**src/rtl/aud_dac_feeder.sv**
```systemverilog
// aud_dac_feeder: sample FIFO between the DSP and the I2S DAC player.
// Presents one sample per LRCK frame; optional AUD_FEEDER_HOLD_EN macro.
//
// Ports:
//   i_bclk, i_rst_n       bit clock, async active-low reset
//   i_en                  play enable
//   i_daclrck             DAC LR clock (synchronous to i_bclk)
//   i_sample/_valid       upstream sample, valid
//   o_sample_ready        feeder accepts a sample this cycle
//   o_dac_data            sample to player, changes only at LRCK rise
//   o_level               FIFO occupancy 0..DEPTH
//   o_playing             high while in RUN
//   o_underrun            1-cycle pulse on a starved frame
//   o_underrun_cnt        saturating underrun count
//
// Config: define AUD_FEEDER_HOLD_EN to repeat the last sample on
// underrun instead of outputting silence.
module aud_dac_feeder #(
   parameter  int DATA_W      = 16,
   parameter  int DEPTH       = 8,
   parameter  int PRIME_LEVEL = 4,
   localparam int ADDR_W      = $clog2(DEPTH)
) (
   input  logic              i_bclk,
   input  logic              i_rst_n,
   input  logic              i_en,
   input  logic              i_daclrck,
   input  logic [DATA_W-1:0] i_sample,
   input  logic              i_sample_valid,
   output logic              o_sample_ready,
   output logic [DATA_W-1:0] o_dac_data,
   output logic [ADDR_W:0]   o_level,
   output logic              o_playing,
   output logic              o_underrun,
   output logic [7:0]        o_underrun_cnt
);

   localparam int LVL_W = ADDR_W + 1;
   localparam logic [LVL_W-1:0] PRIME_LVL = LVL_W'(PRIME_LEVEL);
   localparam logic [LVL_W-1:0] FULL_LVL  = LVL_W'(DEPTH);

   typedef enum logic [1:0] {
      IDLE,
      PRIME,
      RUN
   } state_t;

   state_t            state;
   logic              lrck_q;
   logic [ADDR_W-1:0] wr_ptr;
   logic [ADDR_W-1:0] rd_ptr;
   logic [DATA_W-1:0] mem [DEPTH];

   logic load_pt;
   logic full;
   logic empty;
   logic push;
   logic start;
   logic pop;
   logic starve;

   // Rising LRCK: the player is in the right half, so a new word
   // loaded now is stable for the whole following left half.
   assign load_pt = !lrck_q && i_daclrck;

   assign full  = (o_level == FULL_LVL);
   assign empty = (o_level == '0);

   // Depends only on registered state; no path from i_sample_valid.
   assign o_sample_ready = (state != IDLE) && !full;
   assign push = i_sample_valid && o_sample_ready;

   assign start = (state == PRIME) && load_pt &&
                  ((o_level >= PRIME_LVL) || full);

   // Pop and starve both look at the registered level, so a push
   // landing on the load point is stored but not seen by this pop.
   assign pop    = i_en && load_pt && !empty &&
                   (start || (state == RUN));
   assign starve = i_en && load_pt && empty && (state == RUN);

   assign o_playing = (state == RUN);

   always_ff @(posedge i_bclk) begin
      if (push) begin
         mem[wr_ptr] <= i_sample;
      end
   end

   always_ff @(posedge i_bclk or negedge i_rst_n) begin
      if (!i_rst_n) begin
         state          <= IDLE;
         lrck_q         <= 1'b0;
         wr_ptr         <= '0;
         rd_ptr         <= '0;
         o_level        <= '0;
         o_dac_data     <= '0;
         o_underrun     <= 1'b0;
         o_underrun_cnt <= '0;
      end else begin
         lrck_q     <= i_daclrck;
         o_underrun <= 1'b0;
         if (!i_en) begin
            // Flush; the underrun count survives until reset.
            state      <= IDLE;
            wr_ptr     <= '0;
            rd_ptr     <= '0;
            o_level    <= '0;
            o_dac_data <= '0;
         end else begin
            unique case (state)
               IDLE:    state <= PRIME;
               PRIME:   if (start) state <= RUN;
               RUN:     state <= RUN;
               default: state <= IDLE;
            endcase
            if (push) begin
               wr_ptr <= wr_ptr + ADDR_W'(1);
            end
            if (pop) begin
               rd_ptr     <= rd_ptr + ADDR_W'(1);
               o_dac_data <= mem[rd_ptr];
            end else if (starve) begin
               o_underrun <= 1'b1;
               if (o_underrun_cnt != 8'hFF) begin
                  o_underrun_cnt <= o_underrun_cnt + 8'd1;
               end
`ifndef AUD_FEEDER_HOLD_EN
               o_dac_data <= '0;
`endif
            end
            o_level <= o_level + LVL_W'(push) - LVL_W'(pop);
         end
      end
   end

endmodule

```
**config.mk**
```make
export PLATFORM = sky130hd
export DESIGN_NAME = aud_dac_feeder
export DESIGN_NICKNAME = d
export VERILOG_FILES = /design/src/rtl/aud_dac_feeder.sv
export SDC_FILE = /design/constraint.sdc
export NUM_CORES = 1
export LEC_CHECK = 0
export ABC_AREA = 1
export BUFFER_PORTS_ARGS = -buffer_cell sky130_fd_sc_hd__clkbuf_2
export CORE_UTILIZATION = 40
export DETAILED_ROUTE_END_ITERATION = 10
export PLACE_DENSITY = 0.66
export SETUP_SLACK_MARGIN = 0.2
export SYNTH_ARGS = -nofsm -noshare
export SYNTH_HDL_FRONTEND = slang
export SYNTH_SLANG_ARGS = --single-unit
```
**constraint.sdc**
```tcl
create_clock -name i_bclk -period 3.4 [get_ports i_bclk]
set_input_delay 0.17 -clock i_bclk [delete_from_list [all_inputs] [get_ports i_bclk]]
set_output_delay 0.17 -clock i_bclk [all_outputs]
set_load 0.01 [all_outputs]
```
# ---- Word level (Yosys, flattened, before mapping)
# Memories as Yosys holds them, arrays and structs flattened.
# Cells that the tools add are included.
dict set report op_classes {
  addsub 5
  n_reduce_logical 19
  magnitude_cmp 1
  eq_ne 8
  bitwise_logic 1
  muxes 16
}
# op count
set ops {}
lappend ops {{16-bit two-way mux} 3}
lappend ops {{3-bit two-way mux} 4}
lappend ops {{1-bit logical AND} 10}
lappend ops {{8-bit by 1-bit adder with 8-bit output (second input constant)} 1}
lappend ops {{8-bit != test (second input constant)} 1}
lappend ops {{3-bit by 1-bit adder with 3-bit output (second input constant)} 2}
lappend ops {{2-bit one-hot mux with 3 select lines} 1}
lappend ops {{1-bit two-way mux} 5}
lappend ops {{4-bit by 1-bit adder with 4-bit output} 1}
lappend ops {{4-bit equality test (second input constant)} 1}
lappend ops {{4-bit by 3-bit greater-or-equal comparator with 1-bit output (second input constant)} 1}
lappend ops {{4-bit zero test} 1}
lappend ops {{2-bit two-way mux} 2}
lappend ops {{4-bit two-way mux} 1}
lappend ops {{2-bit by 1-bit != test with 1-bit output (second input constant)} 2}
lappend ops {{4-bit AND reduction} 1}
lappend ops {{4-bit by 1-bit subtractor with 4-bit output} 1}
lappend ops {{1-bit zero test} 3}
lappend ops {{3-bit by 1-bit != test with 1-bit output (second input constant)} 1}
lappend ops {{3-bit != test (second input constant)} 1}
lappend ops {{2-bit by 1-bit equality test with 1-bit output (second input constant)} 1}
lappend ops {{2-bit equality test (second input constant)} 1}
lappend ops {{2-bit zero test} 1}
lappend ops {{1-bit logical OR} 2}
lappend ops {{2 further kinds} 2}
dict set report totals {
  elab_cells 59
  ramBits 128
  inputBits 21
  n_memories 1
  regBits 38
  out_inout_bits 31
}
# name depth word_bits read_ports rd_clocked_by_memory_dff wr line
set mem_list {}
lappend mem_list {mem 8 16 1 0 1 52} ;# logic [DATA_W-1:0] mem [DEPTH];

# ---- Depth between registers and ports, before layout
dict set report depth {
  ltp_word 8
  ltp_mapped 18
  depth_no_buf 17
}

# ---- Worst setup path after synthesis
# Ideal clock, no wire load.
dict set report synth_path {
  kind {reg2reg}
  startpoint {register o_level[2]}
  endpoint {memory mem[6][0] (enable)}
  arrival_ns 2.074
  t_required_ns 2.991
  period_less_slack_ns 2.483
  path_buffers 0
  path_stages_with_launch 6
  setup_slack_ns 0.917
  setup_ns 0.409
  path_cell_list {dfrtp_1 > inv_1 > ha_1 > nand3_1 > nand3_2 > nor3_1}
}
dict set report synth_between {
  elab_chain_len 6
}
# item line
set synth_lines {}
lappend synth_lines {{from (decl)} 32} ;# output logic [ADDR_W:0] o_level,
lappend synth_lines {{from (signal assigned)} 132} ;# o_level <= o_level + LVL_W'(push) - LVL_W'(pop);
lappend synth_lines {{4-bit equality test} 66} ;# assign full = (o_level == FULL_LVL);
lappend synth_lines {{1-bit zero test} 70} ;# assign o_sample_ready = (state != IDLE) && !full;
lappend synth_lines {{1-bit logical AND} 70}
lappend synth_lines {{1-bit logical AND} 71} ;# assign push = i_sample_valid && o_sample_ready;
lappend synth_lines {{1-bit two-way mux} 85} ;# if (push) begin
lappend synth_lines {{1-bit two-way mux (not written as such)} 86} ;# mem[wr_ptr] <= i_sample;
lappend synth_lines {{to (decl)} 52}
# No other way between the ends.

# ---- Final worst setup path
dict set report layout_path {
  startpoint {register state[1]}
  endpoint {register o_level[1]}
}
dict set report layout_between {
  elab_chain_len 7
  elab_cells_between_ends 12
  classes_between {add/sub (2); eq/ne (2); mux (1); reduce/logical (7)}
}
# item line
set layout_lines {}
lappend layout_lines {{from (decl)} 48} ;# state_t state;
lappend layout_lines {{from (signal assigned)} 92} ;# state <= IDLE;
lappend layout_lines {{from (signal assigned)} 105} ;# state <= IDLE;
lappend layout_lines {{from (signal assigned)} 112} ;# IDLE: state <= PRIME;
lappend layout_lines {{branches (longest 5 deep; another with 4-bit by 1-bit adder with 4-bit output)} -}
lappend layout_lines {{4-bit by 1-bit subtractor with 4-bit output (*)} 132}
lappend layout_lines {{4-bit two-way mux (*)} 103} ;# if (!i_en) begin
# Mark *: on every way between the ends.
# A chain may end at the register's enable or synchronous reset.

==> impl_results.md <==
- Outcome: finished clean
- CP required: 3730 ps
- H-tree depth: 4
- Post-synth EDFFs: 128
- Final setup fails: 0
- Wirelength per Cell: 15.6 µm
- Synth Instances: 728
- # fillers: 1657
- Max Fclk: 379 MHz
- Dpl cells: 996
- Clk pwr share: 0.402
- Hpwl dp: between 9 and 10 mm
- Worst Skew: 12.6 ps
- Leak: 3.93 nW
- Area share of the largest cell type after synthesis: 0.520
- Crit share post-route: 0.776
- Worst VDD drop: 413 µV
- Grt ovf: 0
- Most used flip-flop cell after synthesis: edfxtp_1
- Die H: about 140 µm
- Pint: 3.83 mW
- Top layer in use: met4
- Worst-path maximum fanout: 20
- Worst path arrival time: 2970 ps
- DRT met1 WL: 7.74 mm
- Syn_area_per_cell: 10.2 µm²
- Worst hold-check path type: input pin to flip-flop
- Width of the chip: approximately 140 µm
- Largest net degree at the start of global routing: 67
- Critical Path End Type: flip-flop
- Register bit total from synthesis: 166
- Synth Cell Area: 7390 µm²
- Post-CTS Setup Repair Bufs: 0
- Crit path top cell by count: inv_1
- Most numerous cell in the Yosys netlist: nand2_1
- Area Growth Syn to Fin: 16.6%
- Initial cell density of the core: 0.410
- Routed wl met3: 839 µm
- Dominant cell type by area after synthesis: edfxtp_1
- Clock slew at reported path FFs: about 70 ps
- CP cell instances: inv_1 > ha_1 > inv_1 > nor2_1 > nand2_1 > nand2_1 > nand2_4 > inv_2 > ha_1 > inv_1 > ha_1 > fa_1 > nand2_1 > inv_1
- Clock Path Buffers: 2
- Nets: 824
- Setup TNS: 0 ps
- Die ar.: 19000 µm²
- Comb pwr share: 0.132
- TritonCTS buffer count: 17
- Antenna-violating nets left: 0
- Setup crit start kind: flip-flop
- Core area: 18000 µm²
- CTS sink count: 166
- Slowest CP cell: fa_1
- Drt total wl: ~16 mm
- WS Path Type: flip-flop to flip-flop
- Post-synth top cells: nand2_1 (171), edfxtp_1 (128), inv_1 (120), nand3_1 (112), nor2_1 (42)
- DRT iter0 DRCs: just under 300
- Cell Area, Placed: 7960 µm²
- Max-slew violations: 0
- CTS tree: built
- First-pass GRT wire length: 25.4 mm
- Seq pwr share: 0.466
- GPL Wtd Cong: just under 0.8
- Max-Cap Viols: 0
- RSZ-0062 raised after global routing: no
- Cell Pwr Density: 605 nW/µm²
- Relative slew slack: 0.365
- First-pass detailed-route iteration total: 5
- Synth area leaders: edfxtp_1 (52%), dfrtp_1 (13%), nand2_1 (8.7%)
- Layout cell share with drive strength beyond 1: 0.170
- # DRC: 0
- Post-Layout Cell Count: 1030
- Met2 WL post-DR: 7.31 mm
- Vias after detailed routing: 5048
- ANT cells: 0
- Share of the yosys chip area belonging to registers: 0.649
- Cell area after layout: 8620 µm²
- GRT Util Overall: 0.182
- Cell Rows: 49
- Worst-Skew Late Latency: 440 ps
- Sw frac: 0.264
- Netlist cell types: 27
- Synth warnings: 0
- Via/cell ratio: 4.90
- Final Hold Vio Count: 0
- WP buf/inv: 5
- Switch Pwr: 1.38 mW
- Syn Nets: 764
- Initial antenna violation count: 0
- I/O Buffers: 51
- Post-synthesis async set-or-reset flop share: 0.229
- Minimum clock period: 2640 ps
- Clock Root Buffer: clkbuf_16
- Largest stage delay, worst path: 420 ps
- Vias in the first global route: between 4000 and 5000
- Slew @ Worst Pin: 952 ps
- Cell family with most CP delay: adder cells
- IO Pins: 52
- Final Util: 0.478
-- power by group through the flow --
stage,sequential [mW],combinational (mW),clock [mW]
floorplan,2.47,0.443,0
global placement,2.46,0.674,0
detailed placement,2.47,0.687,0
CTS,2.43,0.696,2.12
global route,2.44,0.788,2.21
finish,2.43,0.686,2.10
-- metal layers --
metal	GRT usage	vias to the layer above
met3	0.0325	15
met2	0.281	160
met4	0.0779	0
met5	0	-
li1	-	2488
met1	0.252	2385
-- area by class of cell --
| cell class | instances | area [µm²] | area share |
|---|---|---|---|
| tap | 229 | 287 | 0.0332 |
| multi-input combinational | 408 | 2020 | 0.235 |
| timing repair buffer | 71 | 410 | 0.0476 |
| clock buffer | 18 | 429 | 0.0498 |
| clock inverter | 14 | 210 | 0.0244 |
| sequential | 166 | 4800 | 0.556 |
| inverter | 124 | 465 | 0.0540 |
-- metrics by stage --
step / total power [mW] / hold slack, ps / setup slack, ps
floorplan: 2.91 / -126 / 917
global placement: 3.14 / 310 / 801
detailed placement: 3.16 / 318 / 731
CTS: 5.24 / 5.24 / 712
global route: 5.44 / 13.6 / 521
finish: 5.21 / 15.5 / 760
-- state kept, by name, summed over array words and instances (netlist names) --
name	count
mem	128
o_dac_data	16
o_underrun_cnt	8
o_level	4
rd_ptr	3
wr_ptr	3
state	2
lrck_q	1
o_underrun	1
-- final timing paths --
| path | startpoint | slack (ps) | end | cells past startpoint |
|---|---|---|---|---|
| setup / recovery | state[1]$_DFFE_PN0P_ | 760 | o_level[1]$_DFF_PN0_ | 14 |
| hold reg to reg | o_underrun_cnt[3]$_DFFE_PN0P_ | 520 | o_underrun_cnt[3]$_DFFE_PN0P_ | 2 |
| hold / removal | i_sample[7] | 20 | mem[2][7]$_DFFE_PP_ | 1 |
| min in group asynchronous | i_rst_n | 410 | o_underrun_cnt[2]$_DFFE_PN0P_ | 2 |
| max in group asynchronous | i_rst_n | 2340 | rd_ptr[0]$_DFFE_PN0P_ | 2 |
| setup reg to reg | state[1]$_DFFE_PN0P_ | 760 | o_level[1]$_DFF_PN0_ | 14 |
-- layout by cell type, fill, tap and decap left out, types with 2 or more instances in the layout --
master / count
or2_2: 16
dlygate4sd3_1: 2
xor2_1: 5
buf_4: 18
nor3_2: 8
ha_1: 14
nand3_1: 112
inv_2: 4
edfxtp_1: 128
inv_1: 120
clkinv_4: 3
nand3b_1: 3
nand2_2: 3
o21ai_1: 2
dfrtp_1: 37
o21ai_0: 6
nand2_1: 171
inv_6: 6
nand4_1: 16
nor2_1: 42
bufinv_16: 4
a21oi_1: 3
clkbuf_16: 17
nor2_2: 2
clkbuf_2: 51
-- cell families after synthesis --
group,synth area share
simple gates,0.227
flops,0.649
buf+inv,0.0829
fa+ha+maj,0.0264
compound gates,0.00829
xor+xnor,0.00711
-- what timing repair did --
item / 4_1_cts / 5_1_grt
resized for setup: 0 / 0
hold buffers: 2 / 0
endpoints found under the hold margin: 39 / 0
(Power assumes the default switching activity.)
